[src/rtl/uart_pkg.sv]
// Shared constants and state encoding for the UART transmit scheduler.
package uart_pkg;

  localparam int unsigned WORD_LENGTH_DEF = 8;
  localparam int unsigned MAX_BURST_DEF   = 16;

  typedef enum logic [1:0] {
    ST_IDLE  = 2'd0,
    ST_FETCH = 2'd1,
    ST_START = 2'd2,
    ST_SEND  = 2'd3
  } sched_state_t;

endpackage

[src/rtl/uart_rr_arbiter.sv]
// Combinational round-robin pick: first active request after last_grant, wrapping to 0.
module uart_rr_arbiter
  import uart_pkg::*;
#(
  parameter int unsigned NUM_REQ = 4,
  localparam int unsigned IDW = $clog2(NUM_REQ)
) (
  input  logic [NUM_REQ-1:0] req,
  input  logic [IDW-1:0]     last_grant,
  output logic [IDW-1:0]     grant_c,
  output logic               any_req_c
);

  int idx;

  // Walk candidates farthest-first so the nearest one after last_grant wins.
  always_comb begin
    grant_c   = '0;
    any_req_c = 1'b0;
    idx       = 0;
    for (int k = int'(NUM_REQ); k > 0; k--) begin
      idx = (int'(last_grant) + k) % int'(NUM_REQ);
      if (req[IDW'(idx)]) begin
        grant_c   = IDW'(idx);
        any_req_c = 1'b1;
      end
    end
  end

endmodule

[src/rtl/uart_tx_sched.sv]
// Multi-requester scheduler feeding one UART transmitter with bounded bursts and a start timeout.
module uart_tx_sched
  import uart_pkg::*;
#(
  parameter int unsigned NUM_REQ       = 4,
  parameter int unsigned WORD_LENGTH   = WORD_LENGTH_DEF,
  parameter int unsigned MAX_BURST     = MAX_BURST_DEF,
  parameter int unsigned START_TIMEOUT = 65535
) (
  input  logic                           clk,
  input  logic                           reset,
  input  logic [NUM_REQ-1:0]             req_valid,
  input  logic [NUM_REQ*WORD_LENGTH-1:0] req_data,
  input  logic [NUM_REQ-1:0]             req_last,
  output logic [NUM_REQ-1:0]             req_ready,
  output logic                           tx_start,
  output logic [WORD_LENGTH-1:0]         tx_data,
  input  logic                           tx_ready,
  output logic                           grant_valid,
  output logic [$clog2(NUM_REQ)-1:0]     grant_id,
  output logic                           err_timeout
);

  localparam int unsigned IDW = $clog2(NUM_REQ);
  localparam int unsigned TW  = (START_TIMEOUT > 1) ? $clog2(START_TIMEOUT) : 1;

  sched_state_t     state;
  logic [IDW-1:0]   last_grant;
  logic [7:0]       burst_cnt;
  logic [TW-1:0]    tmo_cnt;
  logic             last_q;

  logic [IDW-1:0]   arb_grant;
  logic             any_req;

  logic [WORD_LENGTH-1:0] data_arr [NUM_REQ];
  logic                   sel_valid;
  logic                   sel_last;
  logic [WORD_LENGTH-1:0] sel_data;

  for (genvar g = 0; g < NUM_REQ; g++) begin : g_unpack
    assign data_arr[g] = req_data[g*WORD_LENGTH +: WORD_LENGTH];
  end

  assign sel_valid = req_valid[grant_id];
  assign sel_last  = req_last[grant_id];
  assign sel_data  = data_arr[grant_id];

  uart_rr_arbiter #(.NUM_REQ(NUM_REQ)) u_arb (
    .req        (req_valid),
    .last_grant (last_grant),
    .grant_c    (arb_grant),
    .any_req_c  (any_req)
  );

  // Scheduler FSM: grant, fetch one character, hand it to the transmitter, decide on release.
  always_ff @(posedge clk or posedge reset) begin
    if (reset) begin
      state       <= ST_IDLE;
      tx_start    <= 1'b0;
      tx_data     <= '0;
      req_ready   <= '0;
      grant_valid <= 1'b0;
      grant_id    <= '0;
      err_timeout <= 1'b0;
      burst_cnt   <= 8'd0;
      tmo_cnt     <= '0;
      last_q      <= 1'b0;
      last_grant  <= IDW'(NUM_REQ - 1);
    end else begin
      err_timeout <= 1'b0;
      case (state)
        ST_IDLE: begin
          if (any_req) begin
            grant_id    <= arb_grant;
            grant_valid <= 1'b1;
            req_ready   <= NUM_REQ'(1) << arb_grant;
            state       <= ST_FETCH;
          end
        end
        ST_FETCH: begin
          if (sel_valid) begin
            tx_data   <= sel_data;
            last_q    <= sel_last;
            burst_cnt <= burst_cnt + 8'd1;
            req_ready <= '0;
            tx_start  <= 1'b1;
            tmo_cnt   <= '0;
            state     <= ST_START;
          end
        end
        ST_START: begin
          if (!tx_ready) begin
            tx_start <= 1'b0;
            state    <= ST_SEND;
          end else if (tmo_cnt == TW'(START_TIMEOUT - 1)) begin
            // Transmitter never took the start: drop the rest of the message.
            tx_start    <= 1'b0;
            err_timeout <= 1'b1;
            burst_cnt   <= 8'd0;
            last_grant  <= grant_id;
            grant_valid <= 1'b0;
            state       <= ST_IDLE;
          end else begin
            tmo_cnt <= tmo_cnt + TW'(1);
          end
        end
        ST_SEND: begin
          if (tx_ready) begin
            if (last_q || (burst_cnt == 8'(MAX_BURST))) begin
              burst_cnt   <= 8'd0;
              last_grant  <= grant_id;
              grant_valid <= 1'b0;
              state       <= ST_IDLE;
            end else begin
              req_ready <= NUM_REQ'(1) << grant_id;
              state     <= ST_FETCH;
            end
          end
        end
        default: state <= ST_IDLE;
      endcase
    end
  end

endmodule

[config.mk]
export PLATFORM = sky130hd
export DESIGN_NAME = uart_tx_sched
export DESIGN_NICKNAME = d
export VERILOG_FILES = /design/src/rtl/uart_pkg.sv /design/src/rtl/uart_rr_arbiter.sv /design/src/rtl/uart_tx_sched.sv
export SDC_FILE = /design/constraint.sdc
export NUM_CORES = 1
export LEC_CHECK = 0
export CAP_MARGIN = 40
export CORE_ASPECT_RATIO = 1.4
export CORE_MARGIN = 2
export CORE_UTILIZATION = 50
export CTS_CLUSTER_DIAMETER = 60
export CTS_CLUSTER_SIZE = 30
export DETAILED_ROUTE_END_ITERATION = 6
export PLACE_DENSITY = 0.89
export SLEW_MARGIN = 20
export SYNTH_ARGS = -nofsm -noshare
export SYNTH_HDL_FRONTEND = slang
export SYNTH_HIERARCHICAL = 1
export SYNTH_SLANG_ARGS = --single-unit
[constraint.sdc]
create_clock -name clk -period 3.2 [get_ports clk]
set_input_delay 0.8 -clock clk [delete_from_list [all_inputs] [get_ports clk]]
set_output_delay 0.8 -clock clk [all_outputs]
set_load 0.03 [all_outputs]
==> Word level (Yosys, flattened, before mapping) <==
Index checks and enable logic that the tools add are counted.
{ "word_totals": {"regBits": 46, "inputBits": 43, "output_inout_bits": 17, "word_cells": 122} }
{ "op_classes": {"addsub": 6, "n_lt_le_gt_ge": 6, "n_eq_ne": 14, "shift": 2, "mux": 66, "bitwise": 1, "reduce_logical": 16} }
{ "op_table": {"columns": ["op", "n"], "rows": [
  ["8-bit 2-to-1 mux", 7],
  ["16-bit 2-to-1 mux", 3],
  ["16-bit case mux with 2 select lines", 1],
  ["2-bit 2-to-1 mux", 13],
  ["1-bit 2-to-1 mux", 25],
  ["8-bit case mux with 3 select lines", 1],
  ["16-bit by 1-bit adder with 16-bit output, second input constant", 1],
  ["8-bit binary-select mux with 2-bit select", 1],
  ["16-bit equality test, second input constant", 1],
  ["2-bit by 4-bit less-than comparator with 1-bit output, second input constant", 4],
  ["4-bit 2-to-1 mux", 4],
  ["2-bit != test, second input constant", 8],
  ["1-bit binary-select mux with 2-bit select", 6],
  ["4-bit case mux with 3 select lines", 1],
  ["6-bit AND reduction", 2],
  ["5-bit AND reduction", 2],
  ["3-bit nonzero test", 3],
  ["8-bit by 1-bit adder with 8-bit output, second input constant", 1],
  ["8-bit by 5-bit equality test with 1-bit output, second input constant", 1],
  ["2-bit case mux with 4 select lines", 1],
  ["4-bit AND reduction", 2],
  ["1-bit by 2-bit left shift with 4-bit output, first input constant", 2],
  ["2-bit by 1-bit adder with 2-bit output, second input constant", 2],
  ["2-bit adder, second input constant", 2],
  ["other kinds (14)", 17]
]} }

==> Logic depth before layout (Yosys ltp) <==
Gate-level depths: netlist of the first run.
{ "logic_depth": {"depth_word": 11, "mapped_depth": 8} }

==> By module <==
The synthesis of the first run kept the hierarchy.
{ "modules_own_cells": {"columns": ["module", "n_inst", "cells_per_inst", "area_each_um2", "seq_area_each_um2"], "rows": [
  ["uart_tx_sched", 1, 293, 3001.6, 1153.6],
  ["uart_rr_arbiter", 1, 14, 91.3, 0.0]
]} }

==> Worst setup path after synthesis of the first run <==
No wires, ideal clock.
{ "synth_timing": {"kind": "register to register", "from": "register tmo_cnt[0]", "to": "register tmo_cnt[8]", "setup_time_ns": 0.080, "arrival_ns": 1.954, "required_time_ns": 3.120, "path_slack_ns": 1.166, "stages_incl_launch_ff": 9, "period_less_slack_ns": 2.034, "path_cell_list": "dfrtp_1 inv_1 ha_1 and2_1 buf_6 and4_4 or3_4 or4_4 o211ai_2"} }
{ "synth_between": {"elab_chain_len": 4, "elab_cells_between_ends": 7, "classes_between": "add/sub (1); eq/ne (2); mux (3); reduce/logical (1)"} }
{ "synth_rtl": {"columns": ["element", "line_no", "source"], "rows": [
  ["start: declaration", "uart_tx_sched.sv:30", "logic [TW-1:0] tmo_cnt;"],
  ["start signal: assignment", "uart_tx_sched.sv:105", "tmo_cnt <= tmo_cnt + TW'(1);"],
  ["16-bit by 1-bit adder with 16-bit output", "uart_tx_sched.sv:105", null],
  ["16-bit 2-to-1 mux", "uart_tx_sched.sv:96", "end else if (tmo_cnt == TW'(START_TIMEOUT - 1)) begin"],
  ["16-bit 2-to-1 mux", "uart_tx_sched.sv:93", "if (!tx_ready) begin"],
  ["16-bit case mux with 2 select lines", "uart_tx_sched.sv:72", "case (state)"]
]} }
Several ways; a longest one is shown, not always the timed one. The select of a mux whose other input is x is not followed.
A chain may end at the register's enable or synchronous reset.

==> Final worst setup path of the first run <==
{ "layout_timing": {"from": "input req_valid[1]", "to": "register tmo_cnt[7]"} }
{ "layout_between": {"elab_chain_len": 4} }
{ "layout_rtl": {"columns": ["element", "line_no", "source"], "rows": [
  ["start: declaration", "uart_tx_sched.sv:12", "input logic [NUM_REQ-1:0] req_valid,"],
  ["1-bit binary-select mux with 2-bit select", "uart_tx_sched.sv:45", "assign sel_valid = req_valid[grant_id];"],
  ["1-bit 2-to-1 mux (implied by the code)", "uart_tx_sched.sv:45", null],
  ["2-bit != test (no source line)", null, null],
  ["4-bit AND reduction (no source line)", null, null]
]} }
Every way passes these cells. The select of a mux whose other input is x is not followed.

==> results.cfg, run 1 <==
[sta]
hold_ws_ps = 517
fin_crit_ps = 2650
max_freq_mhz = 377
tns_ps = 0
setup_slack_ps = 546
period_share = 0.829
setup_viol_count_final = 0
rsz0062_at_grt = false
worstMarginPinSlew_ps = 804
maxSlewHeadroom = 0.461
final-hold-violation-count = 0
finClkSkew_ps = 11.6
maxSlewViolCount = 0

[clock_tree]
cts_resized = 0
clk_pin_slew_ps = 90
worstSkewPairLatency_ps = 300
post_cts_buffers = 0
cts_tree = done
cts_made_buffers = 5
cts_sinks = 46
h-tree-depth = 2
hold_buffers = 0
cts_root_buf = clkbuf_8
cts_buffer_depth = 2

[worst_setup_path]
arrival_ps = 2870
start_kind = primary input
worstPathMaxFanout = 18
max_stage_delay_ps = 640
crit_path_end_kind = flip-flop
path_delay_family = compound AO/OA/AOI/OAI gates
crit_buf_inv = 2
worstSetupPathType = in2reg
required_ps = 3420
slowest_stage = a221o_1
cp_cell_sequence = clkdlybuf4s50_1, mux2i_1, a221o_1, buf_4, a21oi_1, a211oi_1

[floorplan]
start_util = 0.524
num_io_pins = 60
die_h_um = 97.1
dieArea_mm2 = 0.00684
std_cell_rows = 33
core-area_mm2 = 0.00590
die_w_um = 70.5

[placed_design]
place_congestion = 0.866
io_buffer_count = 59
place_inst = 426
place_hpwl_mm = 5.26
post_dp_cell_area_mm2 = 0.00370
pre_cts_slack_ps = 253

[yosys]
synth_nets = 361
ys_ff_latch = 46
synth-edff-count = 0
syn_area_per_cell_um2 = 10.1
synthDistinctLibCells = 61
yosysWarnings = 6
synthArstFlopShare = 1.00
synth_area_mm2 = 0.00309
yosysSeqAreaShare = 0.373
synthCells = 307
synth-main-ff-cell = dfrtp_1

[flow_run]
cap_violations = 0

[power]
total_power_mw = 3.15
p_leak_nw = 1.59
ir_drop_v = 0.000661
power.density_mw_per_mm2 = 828

[route]
final_antenna_net_count = 0
viasPerCell = 6.10
routed_wl_mm = 7.02
vias = 2647
drc = 0
first_pass_iters = 4
post_drt_wl_per_cell_um = 16.2
first_iter_violations = 186

[finish]
stdcell_count = 434
areaGrowthSynthToFinish_pct = 22.8
drive_above_1_share = 0.176
final_common_cell = clkdlybuf4s50_1
final_area_mm2 = 0.00380
final_util = 0.643
n_antenna_cell = 0
nets = 417
final_cell_mix = clkdlybuf4s50_1 (59), dfrtp_1 (44), nand2_1 (39)

[grt]
grt_max_degree = 47
antenna_found_initial = 0
grt_pass1_vias = 2714
grt_pass1_wl_mm = 12.4
gr-total-overflow = 0
grt.total_usage = 0.220

[outcome]
run_status = complete, no violations

[hold_path]
hold_class = reg2reg
report_power, final:
part / internal (mW) / leakage [nW] / switching, mW
clock network: 0.174 / 0.0472 / 0.200
registers: 0.775 / 0.577 / 0.197
logic: 0.826 / 0.969 / 0.974
worst reg2reg max path, delay by kind of cell, from the launching register on:
family	cells	cell delay [ps]
AO/OA/AOI/OAI	3	920
multiplexers	1	500
buffers and inverters	1	280
flip-flops	1	750
cells by family after synthesis:
group,synth area share
buffers and inverters,0.0526
and+or+nand+nor,0.212
AOI/OAI and AO/OA,0.147
adders and majority gates,0.0445
muxes,0.171
DFF,0.373
registers in the layout, summed over array words and instances, names as in the netlist:
name         count
tmo_cnt         16
burst_cnt        8
tx_data          8
req_ready        4
grant_id         2
last_grant       2
state            2
err_timeout      1
grant_valid      1
last_q           1
tx_start         1
synth_stat cells, types with 3 or more instances:
| cell type | n | area [um2] |
|---|---|---|
| or3_1 | 3 | 18.8 |
| o41ai_1 | 3 | 26.3 |
| buf_6 | 4 | 45.0 |
| nand2_1 | 39 | 146 |
| o21ai_0 | 9 | 45.0 |
| nand4_1 | 7 | 43.8 |
| mux2i_1 | 10 | 100 |
| mux4_2 | 9 | 203 |
| a21o_1 | 8 | 60.1 |
| ha_1 | 11 | 138 |
| inv_1 | 15 | 56.3 |
| nor2_1 | 15 | 56.3 |
| dfrtp_1 | 44 | 1100 |
| a21oi_1 | 9 | 45.0 |
| nor3_1 | 8 | 40.0 |
| nand2b_1 | 6 | 37.5 |
| a221o_1 | 3 | 30.0 |
| buf_2 | 5 | 25.0 |
| mux2_2 | 20 | 225 |
| o211ai_1 | 7 | 52.6 |
| clkbuf_1 | 3 | 11.3 |
| and2_1 | 5 | 31.3 |
| o31ai_1 | 3 | 22.5 |
| nand3_1 | 13 | 65.1 |
| and3_1 | 3 | 18.8 |
| a31oi_1 | 3 | 18.8 |
metal layers:
metal / vias up / track usage / share of wire / wire (um)
met5: - / 0 / 0 / 0
met4: 0 / 0.0932 / 0.018 / 129
met3: 10 / 0.0145 / 0.024 / 170
met2: 58 / 0.398 / 0.56 / 3910
met1: 1331 / 0.265 / 0.40 / 2810
li1: 1248 / - / - / -
final cells by class:
cell class                 count  area, um2
fill                         456       2110
multi-input combinational    231       1780
sequential                    46       1150
timing repair buffer          64        628
tap                           70       87.6
clock buffer                   6       82.6
inverter                      15       56.3
clock inverter                 2       12.5
worst paths after layout:
| kind | startpoint | to | slack (ps) | cells after the start |
|---|---|---|---|---|
| hold reg to reg | grant_valid | grant_valid | 520 | 1 |
| setup reg to reg | grant_id[1] | tmo_cnt[7] | 680 | 5 |
| hold / removal | grant_valid | grant_valid | 520 | 1 |
| min in group asynchronous | reset | tx_data[1] | 950 | 3 |
| max in group asynchronous | reset | tx_start | 1850 | 3 |
| setup / recovery | req_valid[1] | tmo_cnt[7] | 550 | 6 |
Note: power is estimated with default switching activity, not from simulation.
==> inputs of run 2 (changes only) <==
Clock period 3.2 ns to 2.7 ns, I/O delays scaled along.
==> run 2 against run 1 <==
  * Design area increased by 3.9%
  * Via count increased by 2.5%
  * First-iteration DRC count increased by 31%
  * Global-route usage increased by 1.6 points
  * Critical path depth decreased by 5
  * Hold slack got worse by 4.8 ps
  * Sequential share of layout area decreased by 1.1 points
  * Power increased by 31%
  * Routed wire length increased by 9.0%
  * Utilization increased by 2.5 points
  * Largest cell class unchanged
==> results.cfg, run 2 (synthesis gave the netlist of run 1 again) <==
[worst_setup_path]
worstReg2RegEnd = req_ready[1]
rrSetupSlack_ps = 330
crit_buf_inv = 1
path_delay_family = buffers and inverters
max_stage_delay_ps = 790
worstPathMaxFanout = 16
crit_path_end_kind = output port
slowest_stage = clkdlybuf4s50_1
reg2reg_from = grant_id[1]
rr_worst_depth = 5
start_kind = flip-flop
arrival_ps = 1850
cp_cell_sequence = clkdlybuf4s50_1
required_ps = 2030
worstSetupPathType = reg2out

[finish]
drive_above_1_share = 0.198
n_antenna_cell = 0
nets = 427
final_common_cell = clkdlybuf4s50_1
areaGrowthSynthToFinish_pct = 27.5
final_util = 0.668
top_regs = tmo_cnt x16, burst_cnt x8, tx_data x8
largest_reg_flops = 16
top_register = tmo_cnt
final_cell_mix = clkdlybuf4s50_1 (59), dfrtp_1 (44), nand2_1 (39)

[route]
final_antenna_net_count = 0
viasPerCell = 6.11
routed_wl_mm = 7.65
post_drt_wl_per_cell_um = 17.2
drc = 0
first_iter_violations = 243
first_pass_iters = 5
vias = 2714

[clock_tree]
cts_buffer_depth = 2
post_cts_buffers = 0
cts_tree = done
worstSkewPairLatency_ps = 300
hold_buffers = 0
cts_made_buffers = 5
h-tree-depth = 2
cts_resized = 0
cts_root_buf = clkbuf_8
cts_sinks = 46
clk_pin_slew_ps = 90

[sta]
final-hold-violation-count = 0
maxSlewViolCount = 0
finClkSkew_ps = 7.11
tns_ps = 0
worstMarginPinSlew_ps = 722
max_freq_mhz = 396
maxSlewHeadroom = 0.506
setup_viol_count_final = 0
rsz0062_at_grt = false
period_share = 0.936
fin_crit_ps = 2530

[placed_design]
place_congestion = 0.814
io_buffer_count = 59
place_hpwl_mm = 5.66

[grt]
grt_pass1_wl_mm = 13.2
gr-total-overflow = 0
grt_max_degree = 23
grt_pass1_vias = 2795
grt.total_usage = 0.236
antenna_found_initial = 0

[floorplan]
die_h_um = 97.1
start_util = 0.524
std_cell_rows = 33
num_io_pins = 60
dieArea_mm2 = 0.00684
die_w_um = 70.5
core-area_mm2 = 0.00590

[hold_path]
min_from = tx_data[3]
hold_class = reg2reg
hold_end = tx_data[3]
whs_path_depth = 1

[power]
p_leak_nw = 1.68
power.density_mw_per_mm2 = 1050
ir_drop_v = 0.000782

[flow_run]
cap_violations = 0

[outcome]
run_status = complete, no violations
## run 2: layout make-up
class	instances	area, um2
clock buffer	6	82.6
clock inverter	2	60.1
fill	431	1960
inverter	15	56.3
multi-input combinational	231	1780
sequential	46	1150
tap	70	87.6
timing repair buffer	74	728
## run 2: worst max-delay path by stage
stage                       startpoint           end  slack [ps]  depth (start not counted)
after detailed placement  req_valid[1]  req_ready[1]           5                          6
after floorplan             tmo_cnt[0]    tmo_cnt[8]         670                          8
after CTS                  grant_id[1]   grant_id[1]         170                          1
after global placement    req_valid[1]  req_ready[0]          60                          6
final                      grant_id[1]   grant_id[1]         170                          1
after global routing       grant_id[1]   grant_id[1]         100                          1
## run 2: through the flow
step                hold WS (ps)  std cells  power, mW  setup WS (ps)  area (um2)
floorplan                    495        307       2.71            666        3090
global placement             488        436       3.37           60.8        3800
detailed placement           496        436       3.47           5.06        3800
CTS                          516        444       4.12            165        3950
global route                 540        444       4.40           97.0        3950
finish                       512        444       4.13            172        3950
## run 2: power breakdown
part	switching [mW]	internal [mW]	leakage [nW]
clock	0.240	0.395	0.0714
combinational	1.21	1.11	1.03
sequential	0.257	0.919	0.577
## run 2: metal layers
layer  wire length (um)  global-route usage  vias to the layer above
met5                  0                   0                        -
met4                328               0.130                        0
met3                300              0.0280                       28
met2               4110               0.409                      109
met1               2910               0.280                     1305
li1                   -                   -                     1272
